$ cat src/rtl/cpu_pkg.sv
// Shared definitions for the 16-bit datapath: opcodes, instruction field
// positions, sequencer state encoding and the opcode classifier used by
// ctrl_fsm, data_mux and the ALU.
package cpu_pkg;

  // Opcode values with special meaning; 0..7 are ALU operations and
  // 11, 13, 14 are treated as NOP.
  localparam logic [3:0] OP_LDI   = 4'd8;
  localparam logic [3:0] OP_LOAD  = 4'd9;
  localparam logic [3:0] OP_STORE = 4'd10;
  localparam logic [3:0] OP_JMP   = 4'd12;
  localparam logic [3:0] OP_HALT  = 4'd15;

  // Instruction field bit positions.
  localparam int OPC_MSB = 15;
  localparam int OPC_LSB = 12;
  localparam int RD_MSB  = 11;
  localparam int RD_LSB  = 8;
  localparam int RS1_MSB = 7;
  localparam int RS1_LSB = 4;
  localparam int RS2_MSB = 3;
  localparam int RS2_LSB = 0;
  localparam int IMM_MSB = 7;
  localparam int IMM_LSB = 0;

  typedef enum logic [2:0] {
    S_FETCH  = 3'd0,
    S_DECODE = 3'd1,
    S_EXEC   = 3'd2,
    S_MEM    = 3'd3,
    S_WB     = 3'd4,
    S_HALT   = 3'd5
  } state_t;

  // Opcode class: what the sequencer does with an instruction in EXEC.
  typedef enum logic [2:0] {
    CLS_ALU   = 3'd0,
    CLS_LDI   = 3'd1,
    CLS_LOAD  = 3'd2,
    CLS_STORE = 3'd3,
    CLS_JMP   = 3'd4,
    CLS_NOP   = 3'd5,
    CLS_HALT  = 3'd6
  } op_class_t;

  // Map a 4-bit opcode onto its execution class.
  function automatic op_class_t op_class(input logic [3:0] op);
    op_class_t cls;
    if (!op[3]) begin
      cls = CLS_ALU;
    end else begin
      case (op)
        OP_LDI:   cls = CLS_LDI;
        OP_LOAD:  cls = CLS_LOAD;
        OP_STORE: cls = CLS_STORE;
        OP_JMP:   cls = CLS_JMP;
        OP_HALT:  cls = CLS_HALT;
        default:  cls = CLS_NOP;
      endcase
    end
    return cls;
  endfunction

endpackage

$ cat src/rtl/ctrl_fsm_if.sv
// Sequencer-side bus: instruction fetch, decoded select lines toward
// data_mux/ALU, register-file write strobe and data-memory strobes.
// master = ctrl_fsm, slave = surrounding datapath/memories.
interface ctrl_fsm_if #(
  parameter int PC_WIDTH   = 8,
  parameter int DATA_WIDTH = 16
);

  logic                  instr_req;
  logic [PC_WIDTH-1:0]   instr_addr;
  logic [DATA_WIDTH-1:0] instr_data;
  logic                  instr_valid;

  logic [3:0]            op_code;
  logic                  imm_en;
  logic [DATA_WIDTH-1:0] imm_out;
  logic [3:0]            rd_addr;
  logic [3:0]            rs1_addr;
  logic [3:0]            rs2_addr;

  logic                  reg_we;
  logic                  mem_rd;
  logic                  mem_wr;
  logic                  mem_ready;
  logic                  halted;

  modport master (
    output instr_req, instr_addr,
    input  instr_data, instr_valid,
    output op_code, imm_en, imm_out, rd_addr, rs1_addr, rs2_addr,
    output reg_we, mem_rd, mem_wr,
    input  mem_ready,
    output halted
  );

  modport slave (
    input  instr_req, instr_addr,
    output instr_data, instr_valid,
    input  op_code, imm_en, imm_out, rd_addr, rs1_addr, rs2_addr,
    input  reg_we, mem_rd, mem_wr,
    output mem_ready,
    input  halted
  );

endinterface

$ cat src/rtl/ctrl_fsm_instr_decode.sv
// Combinational instruction decoder: splits the instruction register into
// opcode, class, register indices and zero-extended immediate. The results
// are registered by ctrl_fsm in DECODE.
module instr_decode
  import cpu_pkg::*;
#(
  parameter int DATA_WIDTH = 16
) (
  input  logic [DATA_WIDTH-1:0] ir,
  output logic [3:0]            op,
  output op_class_t             cls,
  output logic                  imm_en,
  output logic [DATA_WIDTH-1:0] imm,
  output logic [3:0]            rd,
  output logic [3:0]            rs1,
  output logic [3:0]            rs2
);

  // Field extraction and classification.
  always_comb begin
    op     = ir[OPC_MSB:OPC_LSB];
    cls    = op_class(ir[OPC_MSB:OPC_LSB]);
    imm_en = (ir[OPC_MSB:OPC_LSB] == OP_LDI);
    imm    = DATA_WIDTH'(ir[IMM_MSB:IMM_LSB]);
    rd     = ir[RD_MSB:RD_LSB];
    rs1    = ir[RS1_MSB:RS1_LSB];
    rs2    = ir[RS2_MSB:RS2_LSB];
  end

endmodule

$ cat src/rtl/ctrl_fsm.sv
// Multi-cycle instruction sequencer: FETCH -> DECODE -> EXEC -> [MEM] ->
// [WB] -> FETCH, with an absorbing HALT. All strobes and decoded select
// lines are registered; only instr_req is additionally masked by rst so it
// stays low while reset is held and rises in the first cycle after release.
//
//   state  | meaning
//   FETCH  | request instr at pc, latch into ir on instr_valid, pc+1
//   DECODE | register op_code/imm/register indices from ir
//   EXEC   | dispatch on opcode class; JMP loads pc here
//   MEM    | hold mem_rd (LOAD) or mem_wr (STORE) until mem_ready
//   WB     | single-cycle reg_we
//   HALT   | absorbing, only rst leaves
module ctrl_fsm
  import cpu_pkg::*;
#(
  parameter int PC_WIDTH   = 8,
  parameter int DATA_WIDTH = 16
) (
  input  logic          clk,
  input  logic          rst,
  ctrl_fsm_if.master    bus
);

  state_t                state;
  logic [PC_WIDTH-1:0]   pc;
  logic [DATA_WIDTH-1:0] ir;

  logic                  req_q;
  logic [3:0]            op_code_q;
  logic                  imm_en_q;
  logic [DATA_WIDTH-1:0] imm_q;
  logic [3:0]            rd_q;
  logic [3:0]            rs1_q;
  logic [3:0]            rs2_q;
  logic                  reg_we_q;
  logic                  mem_rd_q;
  logic                  mem_wr_q;
  logic                  halted_q;

  logic [3:0]            dec_op;
  op_class_t             dec_cls;
  logic                  dec_imm_en;
  logic [DATA_WIDTH-1:0] dec_imm;
  logic [3:0]            dec_rd;
  logic [3:0]            dec_rs1;
  logic [3:0]            dec_rs2;

  instr_decode #(
    .DATA_WIDTH (DATA_WIDTH)
  ) u_decode (
    .ir     (ir),
    .op     (dec_op),
    .cls    (dec_cls),
    .imm_en (dec_imm_en),
    .imm    (dec_imm),
    .rd     (dec_rd),
    .rs1    (dec_rs1),
    .rs2    (dec_rs2)
  );

  // Sequencer state, pc/ir and all registered outputs.
  always_ff @(posedge clk) begin
    if (rst) begin
      state     <= S_FETCH;
      pc        <= '0;
      ir        <= '0;
      req_q     <= 1'b1;
      op_code_q <= '0;
      imm_en_q  <= 1'b0;
      imm_q     <= '0;
      rd_q      <= '0;
      rs1_q     <= '0;
      rs2_q     <= '0;
      reg_we_q  <= 1'b0;
      mem_rd_q  <= 1'b0;
      mem_wr_q  <= 1'b0;
      halted_q  <= 1'b0;
    end else begin
      case (state)
        S_FETCH: begin
          if (bus.instr_valid) begin
            ir    <= bus.instr_data;
            pc    <= pc + PC_WIDTH'(1);
            req_q <= 1'b0;
            state <= S_DECODE;
          end
        end

        S_DECODE: begin
          op_code_q <= dec_op;
          imm_en_q  <= dec_imm_en;
          imm_q     <= dec_imm;
          rd_q      <= dec_rd;
          rs1_q     <= dec_rs1;
          rs2_q     <= dec_rs2;
          state     <= S_EXEC;
        end

        S_EXEC: begin
          case (dec_cls)
            CLS_ALU, CLS_LDI: begin
              reg_we_q <= 1'b1;
              state    <= S_WB;
            end
            CLS_LOAD: begin
              mem_rd_q <= 1'b1;
              state    <= S_MEM;
            end
            CLS_STORE: begin
              mem_wr_q <= 1'b1;
              state    <= S_MEM;
            end
            CLS_JMP: begin
              pc    <= PC_WIDTH'(ir[IMM_MSB:IMM_LSB]);
              req_q <= 1'b1;
              state <= S_FETCH;
            end
            CLS_HALT: begin
              halted_q <= 1'b1;
              state    <= S_HALT;
            end
            default: begin
              req_q <= 1'b1;
              state <= S_FETCH;
            end
          endcase
        end

        S_MEM: begin
          if (bus.mem_ready) begin
            mem_rd_q <= 1'b0;
            mem_wr_q <= 1'b0;
            if (dec_cls == CLS_LOAD) begin
              reg_we_q <= 1'b1;
              state    <= S_WB;
            end else begin
              req_q <= 1'b1;
              state <= S_FETCH;
            end
          end
        end

        S_WB: begin
          reg_we_q <= 1'b0;
          req_q    <= 1'b1;
          state    <= S_FETCH;
        end

        S_HALT: begin
          state <= S_HALT;
        end

        default: begin
          reg_we_q <= 1'b0;
          mem_rd_q <= 1'b0;
          mem_wr_q <= 1'b0;
          halted_q <= 1'b0;
          req_q    <= 1'b1;
          state    <= S_FETCH;
        end
      endcase
    end
  end

  // Output drive: registered values, fetch request masked while in reset.
  always_comb begin
    bus.instr_req  = req_q & ~rst;
    bus.instr_addr = pc;
    bus.op_code    = op_code_q;
    bus.imm_en     = imm_en_q;
    bus.imm_out    = imm_q;
    bus.rd_addr    = rd_q;
    bus.rs1_addr   = rs1_q;
    bus.rs2_addr   = rs2_q;
    bus.reg_we     = reg_we_q;
    bus.mem_rd     = mem_rd_q;
    bus.mem_wr     = mem_wr_q;
    bus.halted     = halted_q;
  end

endmodule

$ cat src/flat_wrapper.sv
// flat-port wrapper written by rule: the top's interface ports become plain ports
module ctrl_fsm_flat import cpu_pkg::*;
#(
  parameter int PC_WIDTH   = 8,
  parameter int DATA_WIDTH = 16
)
  (clk, rst, bus_instr_req, bus_instr_addr, bus_instr_data, bus_instr_valid, bus_op_code, bus_imm_en, bus_imm_out, bus_rd_addr, bus_rs1_addr, bus_rs2_addr, bus_reg_we, bus_mem_rd, bus_mem_wr, bus_mem_ready, bus_halted);
  ctrl_fsm_if #(.PC_WIDTH(PC_WIDTH), .DATA_WIDTH(DATA_WIDTH)) bus_i ();
  input  logic clk;
  input  logic rst;
  output wire logic [$bits(bus_i.instr_req)-1:0] bus_instr_req;
  output wire logic [$bits(bus_i.instr_addr)-1:0] bus_instr_addr;
  input wire logic [$bits(bus_i.instr_data)-1:0] bus_instr_data;
  input wire logic [$bits(bus_i.instr_valid)-1:0] bus_instr_valid;
  output wire logic [$bits(bus_i.op_code)-1:0] bus_op_code;
  output wire logic [$bits(bus_i.imm_en)-1:0] bus_imm_en;
  output wire logic [$bits(bus_i.imm_out)-1:0] bus_imm_out;
  output wire logic [$bits(bus_i.rd_addr)-1:0] bus_rd_addr;
  output wire logic [$bits(bus_i.rs1_addr)-1:0] bus_rs1_addr;
  output wire logic [$bits(bus_i.rs2_addr)-1:0] bus_rs2_addr;
  output wire logic [$bits(bus_i.reg_we)-1:0] bus_reg_we;
  output wire logic [$bits(bus_i.mem_rd)-1:0] bus_mem_rd;
  output wire logic [$bits(bus_i.mem_wr)-1:0] bus_mem_wr;
  input wire logic [$bits(bus_i.mem_ready)-1:0] bus_mem_ready;
  output wire logic [$bits(bus_i.halted)-1:0] bus_halted;
  assign bus_instr_req = bus_i.instr_req;
  assign bus_instr_addr = bus_i.instr_addr;
  assign bus_i.instr_data = bus_instr_data;
  assign bus_i.instr_valid = bus_instr_valid;
  assign bus_op_code = bus_i.op_code;
  assign bus_imm_en = bus_i.imm_en;
  assign bus_imm_out = bus_i.imm_out;
  assign bus_rd_addr = bus_i.rd_addr;
  assign bus_rs1_addr = bus_i.rs1_addr;
  assign bus_rs2_addr = bus_i.rs2_addr;
  assign bus_reg_we = bus_i.reg_we;
  assign bus_mem_rd = bus_i.mem_rd;
  assign bus_mem_wr = bus_i.mem_wr;
  assign bus_i.mem_ready = bus_mem_ready;
  assign bus_halted = bus_i.halted;
  ctrl_fsm #(.PC_WIDTH(PC_WIDTH), .DATA_WIDTH(DATA_WIDTH)) u_core (.clk(clk), .rst(rst), .bus(bus_i));
endmodule
$ cat config.mk
export PLATFORM = sky130hd
export DESIGN_NAME = ctrl_fsm_flat
export DESIGN_NICKNAME = d
export VERILOG_FILES = /design/src/rtl/cpu_pkg.sv /design/src/rtl/ctrl_fsm_if.sv /design/src/rtl/ctrl_fsm_instr_decode.sv /design/src/rtl/ctrl_fsm.sv /design/src/flat_wrapper.sv
export SDC_FILE = /design/constraint.sdc
export NUM_CORES = 1
export LEC_CHECK = 0
export ABC_AREA = 1
export CAP_MARGIN = 15
export CORE_UTILIZATION = 60
export CTS_BUF_LIST = sky130_fd_sc_hd__clkbuf_8
export DETAILED_ROUTE_END_ITERATION = 10
export DONT_BUFFER_PORTS = 1
export PLACE_DENSITY = 0.75
export REMOVE_ABC_BUFFERS = 1
export SYNTH_ARGS = -nofsm -noshare
export SYNTH_HDL_FRONTEND = slang
export SYNTH_SLANG_ARGS = --single-unit
$ cat constraint.sdc
create_clock -name clk -period 1.4 [get_ports clk]
set_input_delay 0.28 -clock clk [delete_from_list [all_inputs] [get_ports clk]]
set_output_delay 0.28 -clock clk [all_outputs]
set_load 0.005 [all_outputs]
==> impl_metrics.csv <==
group,metric,value,unit
power_and_ir_drop,power_density,1470,nW/um^2
cts,ctsHoldBuffers,0,
sta,tns,0,ns
floorplan,die_h,63.4,um
placement,place_hpwl,3.30,mm
critical_path,crit_path_cell_trace,"nor2_4 -> buf_4 -> nand3_2 -> nand3_4 -> o21ai_1 -> a21oi_1",
detailed_routing,routedWlPerCell,13.6,um
cts,clock-root-buffer,"clkbuf_8",
finish,nNetsFinal,332,
sta,max_freq,757,MHz
placement,io_buffers,0,
critical_path,worstPathRequired,1.64,ns
critical_path,start_kind,"register",
critical_path,critPathTopFamily,"simple AND/OR/NAND/NOR gates",
finish,nFillCells,304,
detailed_routing,drt_wl_total,4.85,mm
grt,gr-total-overflow,0,
yosys,ys.warnings.count,0,
critical_path,critPathCaptureType,"register",
floorplan,core_area,3470,um^2
grt,grt_pass1_wl,7.94,mm
detailed_routing,vias_per_cell,5.56,
detailed_routing,drc_errors,0,
floorplan,start_util,0.652,
yosys,synth_common_cells,"49 x a21oi_1, 49 x dfxtp_1, 44 x o21ai_0",
sta,hold_viol,0,
detailed_routing,antenna_left,0,
cts,clk_pin_slew,0.09,ns
yosys,yosysSeqAreaShare,0.434,
yosys,synth_cell_types,25,
critical_path,path_max_fanout,8,
sta,drv_slew,0,
placement,gp_congestion,0.880,
yosys,avgSynthCellArea,7.27,um^2
detailed_routing,dr_total_vias,1984,
floorplan,die_area,4020,um^2
critical_path,cpPeakStageDelay,0.36,ns
flow_run,maxCapViolCount,0,
yosys,syn_inst,311,
critical_path,crit_slowest_cell,"dfxtp_2",
yosys,netlist_area,2260,um^2
sta,fin_ws,0.0788,ns
grt,grtUsageTotal,0.254,
yosys,ys_ff_latch,49,
power_and_ir_drop,irDropWorstVdd,0.00111,V
placement,place_area,2280,um^2
cts,cts_tree,"built",
yosys,synth-edff-count,0,
detailed_routing,drtIter0Drc,128,
yosys,synth_top_area_share,0.434,
cts,cts_buffers,5,
critical_path,critPathBufInv,1,
detailed_routing,dr.pass1.iters,4,
cts,clock_tree.buffer_depth,2,
grt,grt_antenna_before_repair,0,
sta,fin_crit,1.32,ns
placement,place_ws,-0.0185,ns
sta,setup_violations,0,
finish,syn2layout_area_growth,7.80,%
finish,drive_above_1_share,0.132,
finish,finalInstanceArea,2440,um^2
grt,grt_pass1_vias,1812,
power_and_ir_drop,leakage,1.04,nW
cts,cts_max_level,2,
yosys,synth_area_leaders,"dfxtp_1 43%, a21oi_1 11%, o21ai_0 9.7%, nand2_1 7.1%, inv_1 6.1%",
cts,clk_latency,0.31,ns
floorplan,die_x,63.4,um
floorplan,ios,66,
yosys,synth_ff_type,"dfxtp_1",
critical_path,crit_arrival,1.56,ns
hold_path,min_path_type,"primary input to register",
sta,post-route-period-util,0.944,
finish,antenna_cells,0,
critical_path,crit_type,"register to register",
finish,final_util,0.703,
power_and_ir_drop,power,0.00359,W
yosys,synth_top_area_cell,"dfxtp_1",
sta,fin_skew,0.00606,ns
yosys,async_flop_share,0,
outcome,outcome,"finished clean",
cts,cts.sinks,49,
grt,grt_start_max_net_pins,31,
floorplan,rows,21,
-- cells by family (layout without fill, tap and decap cells) --
group / after synthesis / after routing / synth area share
AO/OA/AOI/OAI: 99 / 99 / 0.227
adder cells (fa/ha/maj): 1 / 1 / 0.00553
buffers and inverters: 66 / 59 / 0.141
flip-flops: 49 / 49 / 0.434
other: 1 / 8 / 0.00166
AND/OR/NAND/NOR: 95 / 95 / 0.191
-- per-layer routing --
layer,GRT usage,share of wire
met3,0.0688,0.068
met1,0.316,0.46
met5,0,0
met2,0.398,0.46
met4,0.136,0.019
-- worst reg2reg max path: cells and delay by family, from the launching register on --
| kind | cells | cell delay (ns) |
|---|---|---|
| AOI/OAI and AO/OA | 2 | 0.22 |
| buffers and inverters | 1 | 0.18 |
| DFF | 1 | 0.36 |
| and+or+nand+nor | 3 | 0.48 |
-- final cells by class --
| class | count | area, um^2 | share of cell area |
|---|---|---|---|
| clock buffer | 5 | 68.8 | 0.0282 |
| clock inverter | 2 | 16.3 | 0.00667 |
| inverter | 39 | 149 | 0.0611 |
| multi-input combinational | 203 | 1040 | 0.427 |
| sequential | 49 | 983 | 0.403 |
| tap | 46 | 57.6 | 0.0236 |
| timing repair buffer | 13 | 123 | 0.0503 |
-- layout by cell type (no fill, tap or decap), types with 4 or more instances in the layout --
cell type  count
a21oi_1       48
dfxtp_1       47
o21ai_0       44
nand2_1       40
inv_1         37
nor2_1        21
nand3_1       15
buf_4         11
conb_1         8
clkbuf_8       5
nand4_1        4
-- timing repair --
item | 4_1_cts | 5_1_grt
pin swaps | 0 | 5
hold endpoints to repair | 0 | 0
setup buffers | 0 | 2
setup endpoints to repair | 2 | 13
gates resized for setup | 2 | 13
-- registers in the layout, summed over array words and instances (netlist names), 3 cells and up --
register,flops
u_core.state,3
u_core.bus.op_code,4
u_core.bus.rd_addr,4
u_core.ir,16
u_core.bus.rs2_addr,3
u_core.bus.rs1_addr,4
u_core.bus.instr_addr,8
-- power breakdown --
part           internal [W]  total [W]  switching (W)
registers           0.00162    0.00181       0.000192
logic              0.000356   0.000947       0.000591
clock network      0.000345   0.000832       0.000487
total               0.00232    0.00359        0.00127
-- per-stage QoR --
step,hold slack (ns),cells
3_3_place_gp,0.350,348
3_5_place_dp,0.353,348
2_1_floorplan,0.349,291
5_1_grt,0.0113,357
6_report,0.0137,357
4_1_cts,0.00799,355
-- path summary, 6_finish.rpt --
check | slack [ns] | start | depth (start not counted) | to
worst max register to register | 0.08 | u_core.state[2]$_SDFFE_PP0P_ | 6 | u_core.bus.instr_addr[0]$_SDFFE_PP0P_
worst min-delay path | 0.01 | rst | 1 | u_core.state[0]$_SDFFE_PP0P_
worst max-delay path | 0.08 | u_core.state[2]$_SDFFE_PP0P_ | 6 | u_core.bus.instr_addr[0]$_SDFFE_PP0P_
worst min register to register | 0.46 | u_core.ir[9]$_SDFFE_PP0P_ | 2 | u_core.ir[9]$_SDFFE_PP0P_
(Power assumes the default switching activity.)
